--- config.mk ---
export PLATFORM = sky130hd
export DESIGN_NAME = peridot_board_inforom
export DESIGN_NICKNAME = d
export VERILOG_FILES = /design/src/rtl/peridot_board_inforom.sv
export SDC_FILE = /design/constraint.sdc
export NUM_CORES = 1
export LEC_CHECK = 0
export ABC_AREA = 1
export BUFFER_PORTS_ARGS = -buffer_cell sky130_fd_sc_hd__buf_2
export CAP_MARGIN = 25
export CORE_MARGIN = 2
export CORE_UTILIZATION = 40
export CTS_CLUSTER_SIZE = 12
export DETAILED_ROUTE_END_ITERATION = 7
export GPL_ROUTABILITY_DRIVEN = 0
export GPL_TIMING_DRIVEN = 0
export SLEW_MARGIN = 10
export SYNTH_ARGS = -nofsm -noshare
export SYNTH_HDL_FRONTEND = slang
export SYNTH_SLANG_ARGS = --single-unit
export TNS_END_PERCENT = 50
--- constraint.sdc ---
create_clock -name clk -period 1.98 [get_ports clk]
set_input_delay 0.594 -clock clk [delete_from_list [all_inputs] [get_ports clk]]
set_output_delay 0.594 -clock clk [all_outputs]
set_load 0.01 [all_outputs]
--- src/rtl/peridot_board_inforom.sv ---
// PERIDOT board info ROM: acquires the chip UID, then serves "header + UID as ASCII hex" over a req/ack read port.
// Define PERIDOT_INFOROM_CRC_EN to append a CRC-8 (poly 0x07) byte to the image.
module peridot_board_inforom #(
    parameter int                         UID_NIBBLES = 16,
    parameter int                         HEADER_LEN  = 10,
    parameter logic [8*HEADER_LEN-1:0]    HEADER_STR  = 80'h4A375703_4A37324E3933,
    parameter logic [4*UID_NIBBLES-1:0]   UID_VALUE   = '1,
    parameter int                         UID_TIMEOUT = 255,
    parameter int                         ADDR_W      = 6
) (
    input  logic                      clk,
    input  logic                      reset_n,
    input  logic [4*UID_NIBBLES-1:0]  uid_in,
    input  logic                      uid_in_valid,
    output logic                      uid_prim_reset,
    output logic                      ready,
    input  logic                      rd_req,
    input  logic [ADDR_W-1:0]         rd_addr,
    output logic                      rd_ack,
    output logic [7:0]                rd_data,
    output logic [4*UID_NIBBLES-1:0]  uid,
    output logic                      uid_valid,
    output logic                      uid_timeout,
    output logic [ADDR_W-1:0]         image_len
);
    localparam int W      = 4*UID_NIBBLES;
`ifdef PERIDOT_INFOROM_CRC_EN
    localparam int IMG_LEN = HEADER_LEN + UID_NIBBLES + 1;
`else
    localparam int IMG_LEN = HEADER_LEN + UID_NIBBLES;
`endif
    localparam bit ACQ_EN  = (UID_TIMEOUT != 0);
    localparam int TO_W    = (UID_TIMEOUT > 1) ? $clog2(UID_TIMEOUT) : 1;
    localparam int TO_LAST = (UID_TIMEOUT > 0) ? UID_TIMEOUT - 1 : 0;

`ifdef PERIDOT_INFOROM_CRC_EN
    typedef enum logic [2:0] {S_WAIT, S_CAPTURE, S_FIXED, S_CRC, S_READY} state_t;
`else
    typedef enum logic [2:0] {S_WAIT, S_CAPTURE, S_FIXED, S_READY} state_t;
`endif

    state_t            state_q, state_d;
    logic [3:0]        wcnt_q, wcnt_d;
    logic [TO_W-1:0]   tcnt_q, tcnt_d;
    logic [W-1:0]      uid_q, uid_d;
    logic              uid_valid_q, uid_valid_d;
    logic              uid_timeout_q, uid_timeout_d;
    logic              ready_q, ready_d;
    logic              rd_ack_q, rd_ack_d;
    logic [7:0]        rd_data_q, rd_data_d;
    logic [7:0]        rd_byte;
    logic              finish;
`ifdef PERIDOT_INFOROM_CRC_EN
    logic [7:0]        crc_q, crc_d;
    logic [ADDR_W-1:0] crc_addr_q, crc_addr_d;
`endif

    // Header / UID-hex portion of the image; out-of-range addresses read 0xFF.
    function automatic logic [7:0] byte_at(input logic [ADDR_W-1:0] a, input logic [W-1:0] u);
        int         ai;
        int         ni;
        logic [3:0] nib;
        ai      = int'(a);
        byte_at = 8'hFF;
        if (ai < HEADER_LEN) begin
            byte_at = HEADER_STR[8*(HEADER_LEN-1-ai) +: 8];
        end else if (ai < HEADER_LEN + UID_NIBBLES) begin
            ni      = ai - HEADER_LEN;
            nib     = u[4*(UID_NIBBLES-1-ni) +: 4];
            byte_at = (nib < 4'd10) ? 8'h30 + {4'h0, nib} : 8'h37 + {4'h0, nib};
        end
    endfunction

`ifdef PERIDOT_INFOROM_CRC_EN
    function automatic logic [7:0] crc8_step(input logic [7:0] c, input logic [7:0] b);
        logic [7:0] x;
        x = c ^ b;
        for (int i = 0; i < 8; i++) begin
            x = x[7] ? ((x << 1) ^ 8'h07) : (x << 1);
        end
        return x;
    endfunction
`endif

    always_comb begin
        rd_byte = byte_at(rd_addr, uid_q);
`ifdef PERIDOT_INFOROM_CRC_EN
        if (rd_addr == ADDR_W'(IMG_LEN - 1)) begin
            rd_byte = crc_q;
        end
`endif
    end

    always_ff @(posedge clk or negedge reset_n) begin
        if (!reset_n) begin
            state_q <= S_WAIT;
        end else begin
            state_q <= state_d;
        end
    end

    always_comb begin
        state_d       = state_q;
        wcnt_d        = wcnt_q;
        tcnt_d        = tcnt_q;
        uid_d         = uid_q;
        uid_valid_d   = uid_valid_q;
        uid_timeout_d = uid_timeout_q;
        ready_d       = ready_q;
        rd_ack_d      = rd_req;
        rd_data_d     = rd_data_q;
        finish        = 1'b0;
`ifdef PERIDOT_INFOROM_CRC_EN
        crc_d         = crc_q;
        crc_addr_d    = crc_addr_q;
`endif
        if (rd_req) begin
            rd_data_d = ready_q ? rd_byte : 8'hFF;
        end

        case (state_q)
            S_WAIT: begin
                wcnt_d = wcnt_q + 4'd1;
                if (wcnt_q == 4'd15) begin
                    state_d = ACQ_EN ? S_CAPTURE : S_FIXED;
                end
            end
            S_CAPTURE: begin
                // A valid UID arriving on the expiry edge takes priority over the fallback.
                if (uid_in_valid) begin
                    uid_d       = uid_in;
                    uid_valid_d = 1'b1;
                    finish      = 1'b1;
                end else if (tcnt_q == TO_W'(TO_LAST)) begin
                    uid_d         = UID_VALUE;
                    uid_timeout_d = 1'b1;
                    finish        = 1'b1;
                end else begin
                    tcnt_d = tcnt_q + 1'b1;
                end
            end
            S_FIXED: begin
                uid_d         = UID_VALUE;
                uid_valid_d   = 1'b1;
                uid_timeout_d = 1'b0;
                finish        = 1'b1;
            end
`ifdef PERIDOT_INFOROM_CRC_EN
            S_CRC: begin
                crc_d = crc8_step(crc_q, byte_at(crc_addr_q, uid_q));
                if (crc_addr_q == ADDR_W'(IMG_LEN - 2)) begin
                    ready_d = 1'b1;
                    state_d = S_READY;
                end else begin
                    crc_addr_d = crc_addr_q + 1'b1;
                end
            end
`endif
            S_READY: ready_d = 1'b1;
            default: state_d = S_WAIT;
        endcase

        if (finish) begin
`ifdef PERIDOT_INFOROM_CRC_EN
            // Byte 0 is header-only, so it is folded in on the UID latch edge.
            state_d    = S_CRC;
            crc_d      = crc8_step(8'h00, HEADER_STR[8*HEADER_LEN-1 -: 8]);
            crc_addr_d = ADDR_W'(1);
`else
            state_d = S_READY;
            ready_d = 1'b1;
`endif
        end
    end

    always_ff @(posedge clk or negedge reset_n) begin
        if (!reset_n) begin
            wcnt_q        <= 4'd0;
            tcnt_q        <= '0;
            uid_q         <= UID_VALUE;
            uid_valid_q   <= 1'b0;
            uid_timeout_q <= 1'b0;
            ready_q       <= 1'b0;
            rd_ack_q      <= 1'b0;
            rd_data_q     <= 8'hFF;
`ifdef PERIDOT_INFOROM_CRC_EN
            crc_q         <= 8'h00;
            crc_addr_q    <= '0;
`endif
        end else begin
            wcnt_q        <= wcnt_d;
            tcnt_q        <= tcnt_d;
            uid_q         <= uid_d;
            uid_valid_q   <= uid_valid_d;
            uid_timeout_q <= uid_timeout_d;
            ready_q       <= ready_d;
            rd_ack_q      <= rd_ack_d;
            rd_data_q     <= rd_data_d;
`ifdef PERIDOT_INFOROM_CRC_EN
            crc_q         <= crc_d;
            crc_addr_q    <= crc_addr_d;
`endif
        end
    end

    assign uid_prim_reset = (state_q == S_WAIT) && (wcnt_q < 4'd8);
    assign ready          = ready_q;
    assign rd_ack         = rd_ack_q;
    assign rd_data        = rd_data_q;
    assign uid            = uid_q;
    assign uid_valid      = uid_valid_q;
    assign uid_timeout    = uid_timeout_q;
    assign image_len      = ADDR_W'(IMG_LEN);

endmodule

# After elaboration in Yosys (flattened, before gate mapping)
# Index checks and enable logic that the tools add are counted.
[word_totals]
regBits = 91
inputBits = 74
output_inout_bits = 83
elab_cells = 65
[op_classes]
addsub = 7
order_cmp = 4
eq_ne = 11
n_shift = 2
mux = 20
bitwise = 2
n_reduce_logical = 10
[op_table]
columns = ["cell", "n"]
rows = [
  ["two-way mux 64 bit", 2],
  ["case mux 64 bit (2 select lines)", 1],
  ["variable part select 80 x 10 -> 8 bit (first input constant)", 1],
  ["variable part select 64 x 10 -> 4 bit", 1],
  ["two-way mux 8 bit", 3],
  ["adder 6 x 4 -> 7 bit (first input constant)", 2],
  ["adder 8 x 1 -> 8 bit (second input constant)", 1],
  ["== test 8 bit (second input constant)", 1],
  ["< comparator 4 bit (second input constant)", 2],
  ["subtractor 5 x 7 -> 8 bit (first input constant)", 1],
  ["two-way mux 1 bit", 7],
  ["two-way mux 7 bit", 1],
  ["subtractor 4 x 6 -> 7 bit (first input constant)", 1],
  ["subtractor 6 x 4 -> 7 bit (second input constant)", 1],
  ["== test 3 x 2 -> 1 bit (second input constant)", 2],
  ["< comparator 6 x 4 -> 1 bit (second input constant)", 1],
  ["< comparator 6 x 5 -> 1 bit (second input constant)", 1],
  ["two-way mux 3 bit", 2],
  ["inequality test 2 bit (second input constant)", 3],
  ["inequality test 3 bit (second input constant)", 2],
  ["case mux 1 bit (2 select lines)", 3],
  ["case mux 3 bit (2 select lines)", 1],
  ["AND reduction 2 bit", 3],
  ["AND reduction 3 bit", 2],
  ["other kinds (9)", 11],
]

# Longest topological paths before layout
[logic_depth]
ltp_word = 8
ltp_mapped = 21
depth_no_buf = 19

# Worst setup path after synthesis
# No wires, ideal clock.
[synth_path]
path_type = "input port to flip-flop"
from = "in rd_addr[1]"
to = "reg rd_data_q[2] (netlist: rd_data[2])"
setup_time_ns = 0.067
t_arrival_ns = 2.573
required_time_ns = 1.913
path_slack_ns = -0.660
path_stages = 18
n_path_buf = 2
path_cell_list = "inv_1 -> buf_2 -> buf_6 -> ha_1 -> inv_2 -> nor2_4 -> nand2_1 -> nand2_1 -> nor2_2 -> nor2_1 -> inv_1 -> ha_1 -> nand3b_1 -> nand2_1 -> nand2_1 -> nand3_1 -> nor2_1 -> nor2_1"
[synth_between]
elab_chain_cells = 8
elab_cells_between_ends = 14
cone_classes = "add/sub (5); order compare (3); shift (2); mux (4)"
[synth_lines]
columns = ["element", "line_no", "source"]
rows = [
  ["start: declaration", "18", "input logic [ADDR_W-1:0] rd_addr,"],
  ["subtractor 6 x 4 -> 7 bit", "68", "ni = ai - HEADER_LEN;"],
  ["subtractor 5 x 7 -> 8 bit", "69", "nib = u[4*(UID_NIBBLES-1-ni) +: 4];"],
  ["variable part select 64 x 10 -> 4 bit", "69", ""],
  ["adder 6 x 4 -> 7 bit / < comparator 4 bit (equally long branches)", "70", "byte_at = (nib < 4'd10) ? 8'h30 + {4'h0, nib} : 8'h37 + {4'h0, nib};"],
  ["two-way mux 7 bit", "70", ""],
  ["two-way mux 8 bit", "67", "end else if (ai < HEADER_LEN + UID_NIBBLES) begin"],
  ["two-way mux 8 bit *", "65", "if (ai < HEADER_LEN) begin"],
  ["two-way mux 8 bit *", "118", "rd_data_d = ready_q ? rd_byte : 8'hFF;"],
  ["end signal: assignment", "198", "rd_data_q <= rd_data_d;"],
  ["end: declaration", "50", "logic [7:0] rd_data_q, rd_data_d;"],
]
# Mark *: on every way between the ends. The rest lies on a longest branch, timed or not.
# A chain may end at the register's enable or synchronous reset.

# Worst setup path in the final report
# Same ends and word-level chain as after synthesis.

==> results.cfg <==
[status]
status = complete, but fails checks
violations = negative setup slack

[placement]
place_hpwl_mm = 11.2
post-place-ws_ns = -0.926
portBuffers = 149

[sta]
fin_worst_skew_ns = 0.00745
fin_crit_ns = 1.99
fin_crit_sh = 1.00
max_freq_mhz = 504
drv_slew = 0
worst_pin_slew_ns = 0.567
slew_headroom = 0.622
hold-worst-slack_ns = 0.366
tns_ns = -0.00527
grt_setup_unrepaired = yes
finalHoldViolations = 0
setup_violations = 1
setup_slack_ns = -0.00527

[critical_path]
worst_path_max_delay_cell = nand3b_1
worstPathArrival_ns = 2.27
crit_type = in2reg
crit_top_cell = nor2_4
setup.worst_path.start_class = primary input
cp_max_fo = 4
path_cells = buf_12 -> inv_12 -> ha_4 -> inv_4 -> nand2_4 -> nand2_4 -> inv_8 -> nor2_4 -> nand2_2 -> nand2_2 -> nor2_4 -> nor2_4 -> inv_2 -> ha_4 -> nand3b_1 -> nand2_1 -> nand2_1 -> nand3_2 -> nor2_2 -> nor2_1
critical_path_required_ns = 2.26
critPathCaptureType = flop
critical-path-max-stage-delay_ns = 0.17

[final_layout]
finalNetCount = 909
syn2layout_area_growth_pct = 33.0
multi_input_area_sq_mm = 0.00234
antenna_cells = 0
drive_gt1_frac = 0.424
layout_commonest_cell = buf_2
register_area_sq_mm = 0.00234
final_cell_mix = buf_2 (150), nand2_1 (118), o21ai_0 (113)
num-fill-cells = 1174

[floorplan]
initial_core_util = 0.406
fp.dieH_microns = 117
std_cell_rows = 41
core_area_sq_mm = 0.0125
die-area_sq_mm = 0.0136
die_w_microns = 117
io_pins = 157

[power_and_ir_drop]
clockPowerShare = 0.386
p_int_mw = 3.04
power.share.combinational = 0.156
power.density_mw_per_mm2 = 613
ir_worst_vdd_mv = 0.310
netSwitchingPower_mw = 1.10
leakagePower_nw = 3.35
power_frac_seq = 0.459
swShare = 0.265

[global_route]
antenna_found_initial = 0
grt_first_pass_wirelength_mm = 24.1
grt_start_max_net_pins = 50
gr-usage-all-layers = 0.232
grt_pass1_vias = 4963
gr-total-overflow = 0

[clocking]
cts_buffer_depth = 2
clkTransAtPathRegs_ns = 0.06
cts_buffers = 9
htreeDepth = 3
worstSkewPairLatency_ns = 0.35
clkSinkCount = 90
clock-root-buffer = clkbuf_16
cts_tree = done

[logic_synthesis]
synthArstFlopShare = 1.00
synthCells = 643
synth_seq_cells = 90
synth_edf_count = 0
synth_top_cell_by_area = dfstp_2
syn-mean-instance-area_sq_um = 7.87
yosys-top-cells-area = dfstp_2 (37%), o21ai_0 (11%), nand2_1 (9.5%)
ys.flop_type = dfstp_2
ys_seq_area_frac = 0.463
syn-cell-area_sq_mm = 0.00506
synth_cell_types = 38
post-synth-top-area-fraction = 0.374
synth_warnings = 0

[route]
drc = 0
ant_nets = 0
vias_per_cell = 4.87
wl_mm = 15.1
drt-initial-drc-count = 183
wl_per_cell_microns = 15.1
num_vias = 4883
detailedRoute.firstPassIterationCount = 4

[min_path]
hp-class = in2reg

[flow_run]
cap_violations = 0
-- what timing repair did --
item                                    in CTS  in global routing
buffers inserted                            11                 10
gates resized for setup                     24                 61
endpoints found under the setup margin      46                 70
pin swaps                                    8                 26
hold buffers                                 0                  0
gates cloned                                 1                  0
-- cells in the mapped netlist (5+ instances only) --
master    count
buf_4         6
inv_1        82
nand3_1      40
clkbuf_1     17
a21oi_1      24
nand4_1       5
nand2_2       7
dfstp_2      72
inv_2         5
buf_6         8
o21ai_0     114
dfrtp_1      18
xor2_1        6
nand2_1     128
o211ai_1      7
nor2_1       50
ha_1         10
buf_2         7
-- path summary, 6_finish.rpt --
kind	from	end	slack, ns	depth (start not counted)
worst max-delay path	rd_addr[1]	rd_data[2]	-0.005	20
worst max register to register	uid[1]	rd_data[2]	0.02	16
worst min register to register	uid_valid	uid_valid	0.47	1
worst min-delay path	rd_req	rd_ack	0.37	1
max in group asynchronous	reset_n	rd_data[2]	1.05	2
min in group asynchronous	reset_n	uid[23]	0.57	1
-- cell type report --
class | instances | area share
Timing Repair Buffer | 171 | 0.142
Sequential cell | 90 | 0.348
Timing Repair inverter | 1 | 0.00130
Multi-Input combinational cell | 429 | 0.347
Buffer | 34 | 0.0345
Tap cell | 172 | 0.0319
Clock buffer | 14 | 0.0377
Clock inverter | 2 | 0.00186
Inverter | 89 | 0.0552
-- layer usage --
layer  vias up  wire (microns)  GRT usage
met3        16             951     0.0379
met1      2321            6540      0.303
met5         -               0          0
met4         0             252     0.0960
li1       2409               -          -
met2       137            7340      0.383
-- through the flow --
step                      area, sq um  utilization  instances  power, mW
final                            6740        0.540       1002       4.13
after floorplan                  5130            -        647       2.24
after CTS                        6500        0.522        994       4.10
after global routing             6740        0.540       1002       4.31
after detailed placement         6120        0.491        969       2.46
after global placement           6090        0.488        968       2.45
-- sequential cells by signal, indices dropped and copies added, names as in the netlist --
name	cells
ready	1
uid_timeout	1
wcnt_q	4
tcnt_q	8
uid	64
state_q	2
rd_ack	1
rd_data	8
uid_valid	1
-- power groups by stage --
| stage | clock network, mW | registers (mW) | logic, mW |
|---|---|---|---|
| floorplan | 0 | 1.93 | 0.308 |
| global placement | 0 | 1.92 | 0.523 |
| detailed placement | 0 | 1.92 | 0.538 |
| CTS | 1.63 | 1.90 | 0.580 |
| global route | 1.70 | 1.90 | 0.716 |
| finish | 1.59 | 1.90 | 0.643 |
-- worst max-delay path: cells and delay by family --
family,cells,cell delay [ns]
AND/OR/NAND/NOR,13,1.08
buffers and inverters,5,0.28
adder cells (fa/ha/maj),2,0.32
-- kinds of logic (layout without fill, tap and decap cells) --
group / count (synthesis) / after routing / share of synthesized area
AND/OR/NAND/NOR: 245 / 245 / 0.210
XOR/XNOR: 10 / 10 / 0.0173
buffers and inverters: 128 / 311 / 0.118
flip-flops: 90 / 90 / 0.463
other: 2 / 6 / 0.00148
AO/OA/AOI/OAI: 158 / 158 / 0.167
adder cells (fa/ha/maj): 10 / 10 / 0.0247
(Power assumes the default switching activity.)
